[src/rtl/password_pkg.sv]
// Shared types and constants for the switch-driven password lock.
// Holds the controller state enum, digit/switch widths and small helpers.
package password_pkg;

  localparam int DIGIT_W = 4;
  localparam int NUM_SW  = 10;
  localparam logic [DIGIT_W-1:0] INVALID_DIGIT = 4'hF;

  typedef enum logic [1:0] {
    ENTRY,
    UNLOCK,
    FAIL,
    LOCKOUT
  } state_e;

  function automatic int max3(input int a, input int b, input int c);
    int m;
    m = (a > b) ? a : b;
    return (m > c) ? m : c;
  endfunction

  // Digit idx of a code whose first digit sits in the most significant nibble.
  function automatic logic [DIGIT_W-1:0] nibble_at(input logic [31:0] code,
                                                   input int len, input int idx);
    return DIGIT_W'(code >> (DIGIT_W * (len - 1 - idx)));
  endfunction

endpackage

[src/rtl/password_entry_ctrl_if.sv]
// Switch input and status/display outputs of the password entry controller.
// master drives the switches and observes status; slave is the controller.
interface password_entry_ctrl_if;
  import password_pkg::*;

  logic [NUM_SW-1:0]  switches;
  logic               digit_valid;
  logic [DIGIT_W-1:0] entered_digit;
  logic [3:0]         digit_count;
  logic               unlocked;
  logic               fail_pulse;
  logic [1:0]         attempts_left;
  logic               locked_out;

  modport master (
    output switches,
    input  digit_valid, entered_digit, digit_count, unlocked,
    input  fail_pulse, attempts_left, locked_out
  );

  modport slave (
    input  switches,
    output digit_valid, entered_digit, digit_count, unlocked,
    output fail_pulse, attempts_left, locked_out
  );

endinterface

[src/rtl/password_entry_ctrl_switch_press_detect.sv]
// Turns rising switch edges into press events with a decoded digit.
// Several switches rising in the same cycle form one invalid press.
module switch_press_detect
  import password_pkg::*;
(
  input  logic               clk,
  input  logic               rst,
  input  logic [NUM_SW-1:0]  switches,
  output logic               press,
  output logic [DIGIT_W-1:0] digit,
  output logic               invalid
);

  logic [NUM_SW-1:0] sw_q;
  logic [NUM_SW-1:0] rise;

  // NOTE: registers use non-blocking assignments; reset is synchronous, so it lives inside the clocked block.
  // sw_q resets to all ones so switches already up at reset release raise no event.
  always_ff @(posedge clk) begin
    if (rst) sw_q <= '1;
    else     sw_q <= switches;
  end

  // NOTE: every output of this block gets a default before any condition, so no latch is inferred.
  always_comb begin
    rise    = switches & ~sw_q;
    press   = |rise;
    invalid = (rise & (rise - NUM_SW'(1))) != '0;
    digit   = '0;
    for (int i = 0; i < NUM_SW; i++) begin
      if (rise[i]) digit = DIGIT_W'(i);
    end
  end

endmodule

[src/rtl/password_entry_ctrl.sv]
// Password entry FSM: collects CODE_LEN digits, unlocks or counts failures, times lockout.
// Define PASSWORD_TIMEOUT_EN to abandon a partial entry after TIMEOUT_CYCLES idle clocks.
module password_entry_ctrl
  import password_pkg::*;
#(
  parameter int                      CODE_LEN       = 4,
  parameter logic [4*CODE_LEN-1:0]   PASSWORD       = 16'h3715,
  parameter int                      MAX_FAIL       = 3,
  parameter int                      UNLOCK_CYCLES  = 100,
  parameter int                      LOCK_CYCLES    = 1000,
  parameter int                      TIMEOUT_CYCLES = 500
) (
  input logic                  clk,
  input logic                  rst,
  password_entry_ctrl_if.slave bus
);

  localparam int TMAX    = max3(UNLOCK_CYCLES, LOCK_CYCLES, TIMEOUT_CYCLES);
  localparam int TIMER_W = (TMAX > 1) ? $clog2(TMAX) : 1;

  logic               press;
  logic               invalid;
  logic [DIGIT_W-1:0] digit;

  switch_press_detect u_detect (
    .clk      (clk),
    .rst      (rst),
    .switches (bus.switches),
    .press    (press),
    .digit    (digit),
    .invalid  (invalid)
  );

  state_e             state;
  logic [TIMER_W-1:0] timer;
  logic               mismatch;
  logic [3:0]         digit_count;
  logic [DIGIT_W-1:0] entered_digit;
  logic               digit_valid;
  logic               unlocked;
  logic               fail_pulse;
  logic               locked_out;
  logic [1:0]         attempts_left;

  logic wrong;
  logic last_digit;

  always_comb begin
    wrong      = invalid || (digit != nibble_at(32'(PASSWORD), CODE_LEN, int'(digit_count)));
    last_digit = (digit_count == 4'(CODE_LEN - 1));
  end

  always_ff @(posedge clk) begin
    if (rst) begin
      state         <= ENTRY;
      timer         <= '0;
      mismatch      <= 1'b0;
      digit_count   <= '0;
      entered_digit <= '0;
      digit_valid   <= 1'b0;
      unlocked      <= 1'b0;
      fail_pulse    <= 1'b0;
      locked_out    <= 1'b0;
      attempts_left <= 2'(MAX_FAIL);
    end else begin
      digit_valid <= 1'b0;
      case (state)
        ENTRY: begin
          if (press) begin
            digit_valid   <= 1'b1;
            entered_digit <= invalid ? INVALID_DIGIT : digit;
            timer         <= '0;
            if (last_digit) begin
              // The full count is shown alongside the last pulse, then cleared by the next state.
              digit_count <= 4'(CODE_LEN);
              mismatch    <= 1'b0;
              if (mismatch || wrong) begin
                state         <= FAIL;
                fail_pulse    <= 1'b1;
                attempts_left <= attempts_left - 2'd1;
              end else begin
                state         <= UNLOCK;
                unlocked      <= 1'b1;
                attempts_left <= 2'(MAX_FAIL);
              end
            end else begin
              digit_count <= digit_count + 4'd1;
              mismatch    <= mismatch | wrong;
            end
          end
`ifdef PASSWORD_TIMEOUT_EN
          else if (digit_count != '0) begin
            if (timer == TIMER_W'(TIMEOUT_CYCLES - 1)) begin
              digit_count <= '0;
              mismatch    <= 1'b0;
              timer       <= '0;
            end else begin
              timer <= timer + TIMER_W'(1);
            end
          end
`endif
        end

        UNLOCK: begin
          digit_count <= '0;
          if (timer == TIMER_W'(UNLOCK_CYCLES - 1)) begin
            unlocked <= 1'b0;
            state    <= ENTRY;
            timer    <= '0;
          end else begin
            timer <= timer + TIMER_W'(1);
          end
        end

        FAIL: begin
          fail_pulse  <= 1'b0;
          digit_count <= '0;
          timer       <= '0;
          if (attempts_left == 2'd0) begin
            state      <= LOCKOUT;
            locked_out <= 1'b1;
          end else begin
            state <= ENTRY;
          end
        end

        LOCKOUT: begin
          digit_count <= '0;
          if (timer == TIMER_W'(LOCK_CYCLES - 1)) begin
            locked_out    <= 1'b0;
            attempts_left <= 2'(MAX_FAIL);
            state         <= ENTRY;
            timer         <= '0;
          end else begin
            timer <= timer + TIMER_W'(1);
          end
        end

        default: state <= ENTRY;
      endcase
    end
  end

  assign bus.digit_valid   = digit_valid;
  assign bus.entered_digit = entered_digit;
  assign bus.digit_count   = digit_count;
  assign bus.unlocked      = unlocked;
  assign bus.fail_pulse    = fail_pulse;
  assign bus.attempts_left = attempts_left;
  assign bus.locked_out    = locked_out;

endmodule

[src/flat_wrapper.sv]
// flat-port wrapper written by rule: the top's interface ports become plain ports
module password_entry_ctrl_flat import password_pkg::*;
#(
  parameter int                      CODE_LEN       = 4,
  parameter logic [4*CODE_LEN-1:0]   PASSWORD       = 16'h3715,
  parameter int                      MAX_FAIL       = 3,
  parameter int                      UNLOCK_CYCLES  = 100,
  parameter int                      LOCK_CYCLES    = 1000,
  parameter int                      TIMEOUT_CYCLES = 500
)
  (clk, rst, bus_switches, bus_digit_valid, bus_entered_digit, bus_digit_count, bus_unlocked, bus_fail_pulse, bus_attempts_left, bus_locked_out);
  password_entry_ctrl_if bus_i ();
  input logic clk;
  input logic rst;
  input wire logic [$bits(bus_i.switches)-1:0] bus_switches;
  output wire logic [$bits(bus_i.digit_valid)-1:0] bus_digit_valid;
  output wire logic [$bits(bus_i.entered_digit)-1:0] bus_entered_digit;
  output wire logic [$bits(bus_i.digit_count)-1:0] bus_digit_count;
  output wire logic [$bits(bus_i.unlocked)-1:0] bus_unlocked;
  output wire logic [$bits(bus_i.fail_pulse)-1:0] bus_fail_pulse;
  output wire logic [$bits(bus_i.attempts_left)-1:0] bus_attempts_left;
  output wire logic [$bits(bus_i.locked_out)-1:0] bus_locked_out;
  assign bus_i.switches = bus_switches;
  assign bus_digit_valid = bus_i.digit_valid;
  assign bus_entered_digit = bus_i.entered_digit;
  assign bus_digit_count = bus_i.digit_count;
  assign bus_unlocked = bus_i.unlocked;
  assign bus_fail_pulse = bus_i.fail_pulse;
  assign bus_attempts_left = bus_i.attempts_left;
  assign bus_locked_out = bus_i.locked_out;
  password_entry_ctrl #(.CODE_LEN(CODE_LEN), .PASSWORD(PASSWORD), .MAX_FAIL(MAX_FAIL), .UNLOCK_CYCLES(UNLOCK_CYCLES), .LOCK_CYCLES(LOCK_CYCLES), .TIMEOUT_CYCLES(TIMEOUT_CYCLES)) u_core (.clk(clk), .rst(rst), .bus(bus_i));
endmodule
[config.mk]
export PLATFORM = sky130hd
export DESIGN_NAME = password_entry_ctrl_flat
export DESIGN_NICKNAME = d
export VERILOG_FILES = /design/src/rtl/password_pkg.sv /design/src/rtl/password_entry_ctrl_if.sv /design/src/rtl/password_entry_ctrl_switch_press_detect.sv /design/src/rtl/password_entry_ctrl.sv /design/src/flat_wrapper.sv
export SDC_FILE = /design/constraint.sdc
export NUM_CORES = 1
export LEC_CHECK = 0
export ABC_AREA = 0
export BUFFER_PORTS_ARGS = -buffer_cell sky130_fd_sc_hd__clkbuf_2
export CORE_UTILIZATION = 50
export CTS_CLUSTER_SIZE = 40
export DETAILED_ROUTE_END_ITERATION = 10
export MAX_ROUTING_LAYER = met4
export PLACE_DENSITY_LB_ADDON = 0.05
export SETUP_SLACK_MARGIN = 0.5
export SLEW_MARGIN = 30
export SYNTH_ARGS = -nofsm -noshare
export SYNTH_HDL_FRONTEND = slang
export SYNTH_SLANG_ARGS = --single-unit
[constraint.sdc]
create_clock -name clk -period 2.25 [get_ports clk]
set_input_delay 0.45 -clock clk [delete_from_list [all_inputs] [get_ports clk]]
set_output_delay 0.45 -clock clk [all_outputs]
set_load 0.01 [all_outputs]
==> metrics.md, run 1 <==
| Metric | Value |
|---|---|
| Internal power | `around 1.2 mW` |
| Reg2reg start | `u_core.u_detect.sw_q[5]` |
| I/O Buffers | `25` |
| Synthesized Nets | `between 200 and 250` |
| Flop-to-flop setup slack | `between 400 and 500 ps` |
| Post-synth top area share | `between 30% and 40%` |
| # rows | `22` |
| Status | `finished, final reports clean` |
| Place WS | `roughly 120 ps` |
| Worst path bufs/invs | `1` |
| Largest net degree at the start of global routing | `34` |
| Yosys reg bits | `37` |
| Critical Path RT | `~2400 ps` |
| Mapped Cells | `~230` |
| Cell taking the most area after synthesis | `dfxtp_1` |
| Clock skew | `between 4 and 5 ps` |
| IO Count | `26` |
| Leak Pwr | `1.12 nW` |
| Critical Path Max Stage Delay | `~350 ps` |
| Dpl cell area | `between 2000 and 2500 sq um` |
| Setup crit end kind | `register` |
| Core Area | `3720 sq um` |
| Clk buf depth | `2` |
| Part of the Yosys area used for sequential elements | `a little under two fifths` |
| Reg2Reg Depth | `8` |
| Clock Latency Late Sink | `between 200 and 300 ps` |
| DR iter-0 viols | `about 130` |
| Remaining antenna violation count | `0` |
| Total Power | `between 1.5 and 2 mW` |
| Slew headroom | `around 75%` |
| Vias in the first global route | `approximately 1700` |
| Total global routing overflow | `0` |
| Max-Cap Viols | `0` |
| Most common flop cell mapped by yosys | `dfxtp_1` |
| Crit Path Category | `reg -> reg` |
| Clock Sinks | `37` |
| Via density | `roughly 5.5` |
| CP dominant cell by count | `o211ai_1` |
| Post-Place Cells | `just over 300` |
| Design Area, Final | `~2600 sq um` |
| Post-synth ARST share | `0%` |
| Die width | `approximately 65 um` |
| Clock Pin Slew Worst Setup and Hold Paths | `about 70 ps` |
| Die ar. | `4200 sq um` |
| Hold Crit Class | `in -> reg` |
| Worst Path Max Fanout | `2` |
| Worst hold slack | `349 ps` |
| Diode count | `0` |
| RSZ-0062 raised after global routing | `true` |
| P_sw | `about 0.5 mW` |
| Via count | `between 1500 and 2000` |
| Worst R2R End | `u_core.state[1]` |
| Final setup viols | `0` |
| Final non-filler cell total | `331` |
| Area contributors post-synth | `dfxtp_1, nor2_1, a21oi_1` |
| Final period demand of the worst path | `~1800 ps` |
| Clk root buf | `clkbuf_8` |
| Initial Util | `53.1%` |
| Worst path top cell family by delay | `compound AO/OA/AOI/OAI gates` |
| Residual DRC | `0` |
| Global placement routability congestion | `~0.86` |
| Synthesis-to-layout area growth | `33.0%` |
| First-pass GRT wire length | `7670 um` |
| Gr usage total | `about a quarter` |
| Switching Fraction | `a little under a third` |
| Layout cells sized above 1 | `a little over two fifths` |
| Synth cell types | `57` |
| Fmax | `0.544 GHz` |
| Worst hold stages | `2` |
| Worst Setup Start Kind | `register` |
| CP Cell Sequence | `nand2b_4, o211ai_1, a211oi_2, o211ai_1, buf_4, nor3_4, a31oi_1, o311a_1` |
| Hold Path End | `u_core.u_detect.sw_q[9]` |
| Final critical-path share of the clock period | `about four fifths` |
| Initial antenna violation count | `0` |
| Proportion of power drawn by flip-flops and latches | `between 40% and 50%` |
| Drt total wl | `roughly 4600 um` |
| Combinational power share | `between 20% and 30%` |
| Final slew viol count | `0` |
| Die Y-Extent | `64.8 um` |
| Setup ws final | `between 400 and 500 ps` |
| Final net count | `about 300` |
| Hold Startpoint | `bus_switches[9]` |
| Final hold vios | `0` |
| Synthesized area | `1970 sq um` |
| Setup TNS | `0 ps` |
| DP HPWL | `slightly above 3000 um` |
| Clk pwr share | `around 30%` |
| Pwr/cell area | `about 640 nW/um^2` |
| Worst-Margin Slew | `378 ps` |
| Critical path arrival | `between 2000 and 2500 ps` |
| First-pass iteration count of the detailed router | `4` |
| Avg Inst Size Synth | `roughly 8.5 sq um` |
| WL per Instance | `~14 um` |
| Crit-path slowest cell | `dfxtp_1` |
| CTS tree | `yes` |
| Num CTS Buffers | `5` |
| Worst VDD drop | `414 uV` |
| Synth warn | `0` |
| CTS H-tree depth | `2` |
| EDFF count, synth | `0` |
| Fin util | `approximately 70%` |
==> registers in the layout (all words and copies together) (netlist names) <==
signal,count
u_core.bus.entered_digit,4
u_core.bus.fail_pulse,1
u_core.timer,10
u_core.state,2
u_core.bus.unlocked,1
u_core.bus.digit_count,4
u_core.bus.digit_valid,1
u_core.bus.attempts_left,2
u_core.mismatch,1
u_core.u_detect.sw_q,10
u_core.bus.locked_out,1
==> cells in the final DEF, fill, tap and decap left out, drive strengths merged, types with 8 or more instances in the layout <==
| master | netlist | routed |
|---|---|---|
| nand2b | 9 | 9 |
| a211oi | 9 | 9 |
| nand3 | 8 | 8 |
| clkbuf | 5 | 32 |
| or2 | 10 | 10 |
| nand2 | 14 | 14 |
| nor2 | 34 | 34 |
| buf | 4 | 25 |
| o21ai | 13 | 13 |
| dfxtp | 37 | 37 |
| a21oi | 16 | 16 |
==> what timing repair did <==
action,in CTS,in global routing
setup buffers,10,6
cloned,1,0
resized for setup,18,22
hold buffers,0,0
pin swaps,13,13
hold endpoints to repair,0,0
setup endpoints to repair,15,21
==> power groups by stage <==
| stage | registers, mW | clock network, mW | logic (mW) |
|---|---|---|---|
| after floorplan | 0.764 | 0 | 0.238 |
| final | 0.746 | 0.522 | 0.423 |
| after CTS | 0.746 | 0.532 | 0.396 |
| after global placement | 0.758 | 0 | 0.362 |
| after global routing | 0.754 | 0.562 | 0.465 |
| after detailed placement | 0.760 | 0 | 0.364 |
==> how the worst max path moves through the flow <==
stage,start,endpoint,slack (ps),cells past startpoint
after floorplan,bus_switches[4],u_core.state[1],220,7
after global placement,bus_switches[4],u_core.state[1],140,8
after detailed placement,bus_switches[4],u_core.state[1],120,8
after CTS,u_core.u_detect.sw_q[5],u_core.state[1],430,8
after global routing,u_core.u_detect.sw_q[3],u_core.bus.unlocked,300,9
final,u_core.u_detect.sw_q[5],u_core.state[1],410,8
==> Yosys cell counts (all sizes together), types with 3 or more instances <==
library cell,number
and2,4
nor3,7
nor2,34
nand3,8
or2,10
buf,4
nor3b,4
a211oi,9
nor2b,5
a31oi,5
clkbuf,5
a21oi,16
ha,3
o211ai,3
o21ai,13
inv,5
nand4,3
nand2,14
and3,4
o21bai,3
dfxtp,37
nand2b,9
==> kinds of logic after synthesis <==
family,Yosys count,synth area share (%)
adder cells (fa/ha/maj),3,1.90
buffers and inverters,14,3.61
flip-flops,37,37.5
AND/OR/NAND/NOR,111,31.6
XOR/XNOR,4,2.16
AO/OA/AOI/OAI,64,23.3
==> metal layers <==
| metal | wire length (um) | global-route usage (%) | vias up |
|---|---|---|---|
| li1 | - | - | 934 |
| met1 | 2210 | 30.9 | 860 |
| met2 | 2140 | 36.8 | 35 |
| met3 | 157 | 5.99 | 6 |
| met4 | 59 | 8.33 | 0 |
| met5 | 0 | - | - |
==> cell type report <==
class                   instances  area, sq um
repair buffers                 50          333
flip-flops and latches         37          748
inverters                       5         18.8
clock buffers                   7         96.3
fillers                       316         1090
multi-input cells             183         1370
well taps                      48         60.1
clock inverters                 1         5.00
Note: power is estimated with default switching activity, not from simulation.
==> inputs of run 2 (changes only) <==
- clock period: 2.25 -> 1.5 ns (I/O delays scaled with it)
==> run 2 against run 1 <==
The run now ends with setup timing left. Clock skew hardly changed. Die area stayed put. Worst hold slack worse by 99 ps. Sequential share of layout area is 6.5 points lower.
==> metrics.md, run 2 (synthesis results as in run 1) <==
| Metric | Value |
|---|---|
| Setup crit end kind | `register` |
| Clock Pin Slew Worst Setup and Hold Paths | `~80 ps` |
| Num CTS Buffers | `5` |
| Core Area | `between 3000 and 4000 sq um` |
| First-pass iteration count of the detailed router | `5` |
| Final period demand of the worst path | `2120 ps` |
| RSZ-0062 raised after global routing | `true` |
| Die ar. | `4200 sq um` |
| Layout cells sized above 1 | `68.5%` |
| Worst Setup Start Kind | `register` |
| Most frequent cells in the layout | `buf_4, buf_6, nor2_1, dfxtp_2, dfxtp_1` |
| Total global routing overflow | `0` |
| Place WS | `-510 ps` |
| I/O Buffers | `25` |
| CP dominant cell by count | `o211ai_1` |
| Final setup viols | `26` |
| Leak Pwr | `approximately 1.5 nW` |
| Drt total wl | `around 8400 um` |
| Post-Place Cells | `353` |
| Gr usage total | `30.5%` |
| CTS tree | `yes` |
| Final non-filler cell total | `385` |
| Remaining antenna violation count | `0` |
| Max-Cap Viols | `0` |
| Worst path top cell family by delay | `compound AO/OA/AOI/OAI gates` |
| Via count | `between 2000 and 2500` |
| Commonest non-fill, non-tap cell in the layout | `buf_4` |
| Routed met1 length | `~3100 um` |
| Clock Sinks | `37` |
| Design Area, Final | `around 3500 sq um` |
| WL per Instance | `21.9 um` |
| Final hold vios | `0` |
| DP HPWL | `approximately 3800 um` |
| Final net count | `roughly 350` |
| Residual DRC | `0` |
| Critical Path Max Stage Delay | `~360 ps` |
| Worst Path Max Fanout | `3` |
| # rows | `22` |
| Via density | `roughly 6.4` |
| Flop-to-flop setup slack | `-620 ps` |
| Pwr/cell area | `approximately 860 nW/um^2` |
| Critical path arrival | `approximately 2300 ps` |
| Final slew viol count | `0` |
| Largest regs | `u_core.timer: 10 flops, u_core.u_detect.sw_q: 10 flops` |
| Crit Path Category | `reg -> reg` |
| Initial antenna violation count | `0` |
| CP Cell Sequence | `nand2b_4, o211ai_1, a211oi_2, o211ai_1, nor3_4, a31oi_2, buf_4, buf_6, o22ai_2` |
| Slew headroom | `69.5%` |
| CTS H-tree depth | `2` |
| Clock skew | `between 5 and 6 ps` |
| Clk root buf | `clkbuf_8` |
| Final critical-path share of the clock period | `142%` |
| Vias in the first global route | `2108` |
| Die Y-Extent | `roughly 65 um` |
| Clk buf depth | `2` |
| Max layer used | `met4` |
| Crit-path slowest cell | `dfxtp_1` |
| Hold Crit Class | `in -> reg` |
| First-pass GRT wire length | `between 9000 and 10000 um` |
| Die width | `around 65 um` |
| Status | `finished with violations` |
| Worst VDD drop | `about 670 uV` |
| Dpl cell area | `between 2000 and 3000 sq um` |
| Setup ws final | `-623 ps` |
| Critical Path RT | `1710 ps` |
| DR iter-0 viols | `roughly 240` |
| Worst-Margin Slew | `455 ps` |
| Global placement routability congestion | `0.873` |
| Clock Latency Late Sink | `290 ps` |
| Synthesis-to-layout area growth | `77.6%` |
| Met3 wire length | `about 500 um` |
| WL met2 | `4200 um` |
| Largest net degree at the start of global routing | `22` |
| Initial Util | `between 50% and 60%` |
| IO Count | `26` |
| Fmax | `0.471 GHz` |
| Failing checks | `setup timing` |
| Worst path bufs/invs | `2` |
| Diode count | `0` |
run 2: changes by cell type in the layout (fill, tap and decap cells not counted), sizes merged:
cell,delta
buf,+66
clkbuf,-12
clkinv,-1
o21ba,+1
run 2: worst reg2reg max path, cell delays in order (launching register included):
cell and delay, ps:
dfxtp_1 360, nand2b_4 160, o211ai_1 120, a211oi_2 290, o211ai_1 260, nor3_4 320, a31oi_2 160, buf_4 160
buf_6 100, o22ai_2 110
run 2: power by group:
group	internal, mW	leakage, nW	switching, mW	total, mW
clock network	0.331	0.0395	0.362	0.692
logic	0.609	1.16	0.575	1.18
registers	1.06	0.307	0.0651	1.13
run 2: path summary, 6_finish.rpt:
| path | from | end | cells after the start |
|---|---|---|---|
| worst max-delay path | u_core.u_detect.sw_q[4] | u_core.bus.fail_pulse | 9 |
| worst min-delay path | bus_switches[8] | u_core.u_detect.sw_q[8] | 2 |
| worst max register to register | u_core.u_detect.sw_q[4] | u_core.bus.fail_pulse | 9 |
| worst min register to register | u_core.bus.attempts_left[0] | u_core.bus.attempts_left[0] | 2 |
run 2: what timing repair did:
item | 4_1_cts | 5_1_grt
pin swaps | 26 | 29
gates cloned | 2 | 0
hold buffers | 0 | 0
setup endpoints to repair | 41 | 41
resized for setup | 74 | 67
setup buffers | 13 | 9
run 2: layout make-up:
class / count / area [sq um]
clock buffers: 8 / 80.1
fillers: 106 / 209
inverters: 5 / 18.8
multi-input cells: 184 / 1690
flip-flops and latches: 37 / 771
well taps: 48 / 60.1
repair buffers: 103 / 888
run 2: per-stage QoR:
| stage | hold WS (ps) | util, % | setup TNS, ps | power, mW |
|---|---|---|---|---|
| detailed placement | 492 | 73.5 | -7980 | 1.84 |
| global placement | 490 | 73.5 | -6940 | 1.82 |
| global route | 255 | 94.4 | -11010 | 3.09 |
| floorplan | 404 | - | -3270 | 1.54 |
| finish | 250 | 94.4 | -9490 | 3.01 |
| CTS | 207 | 86.1 | -5190 | 2.71 |
run 2: layer usage:
metal	track usage (%)	vias to the layer above
met5	-	-
met4	11.9	0
met3	6.34	72
met2	54.4	162
met1	32.6	1169
li1	-	1051
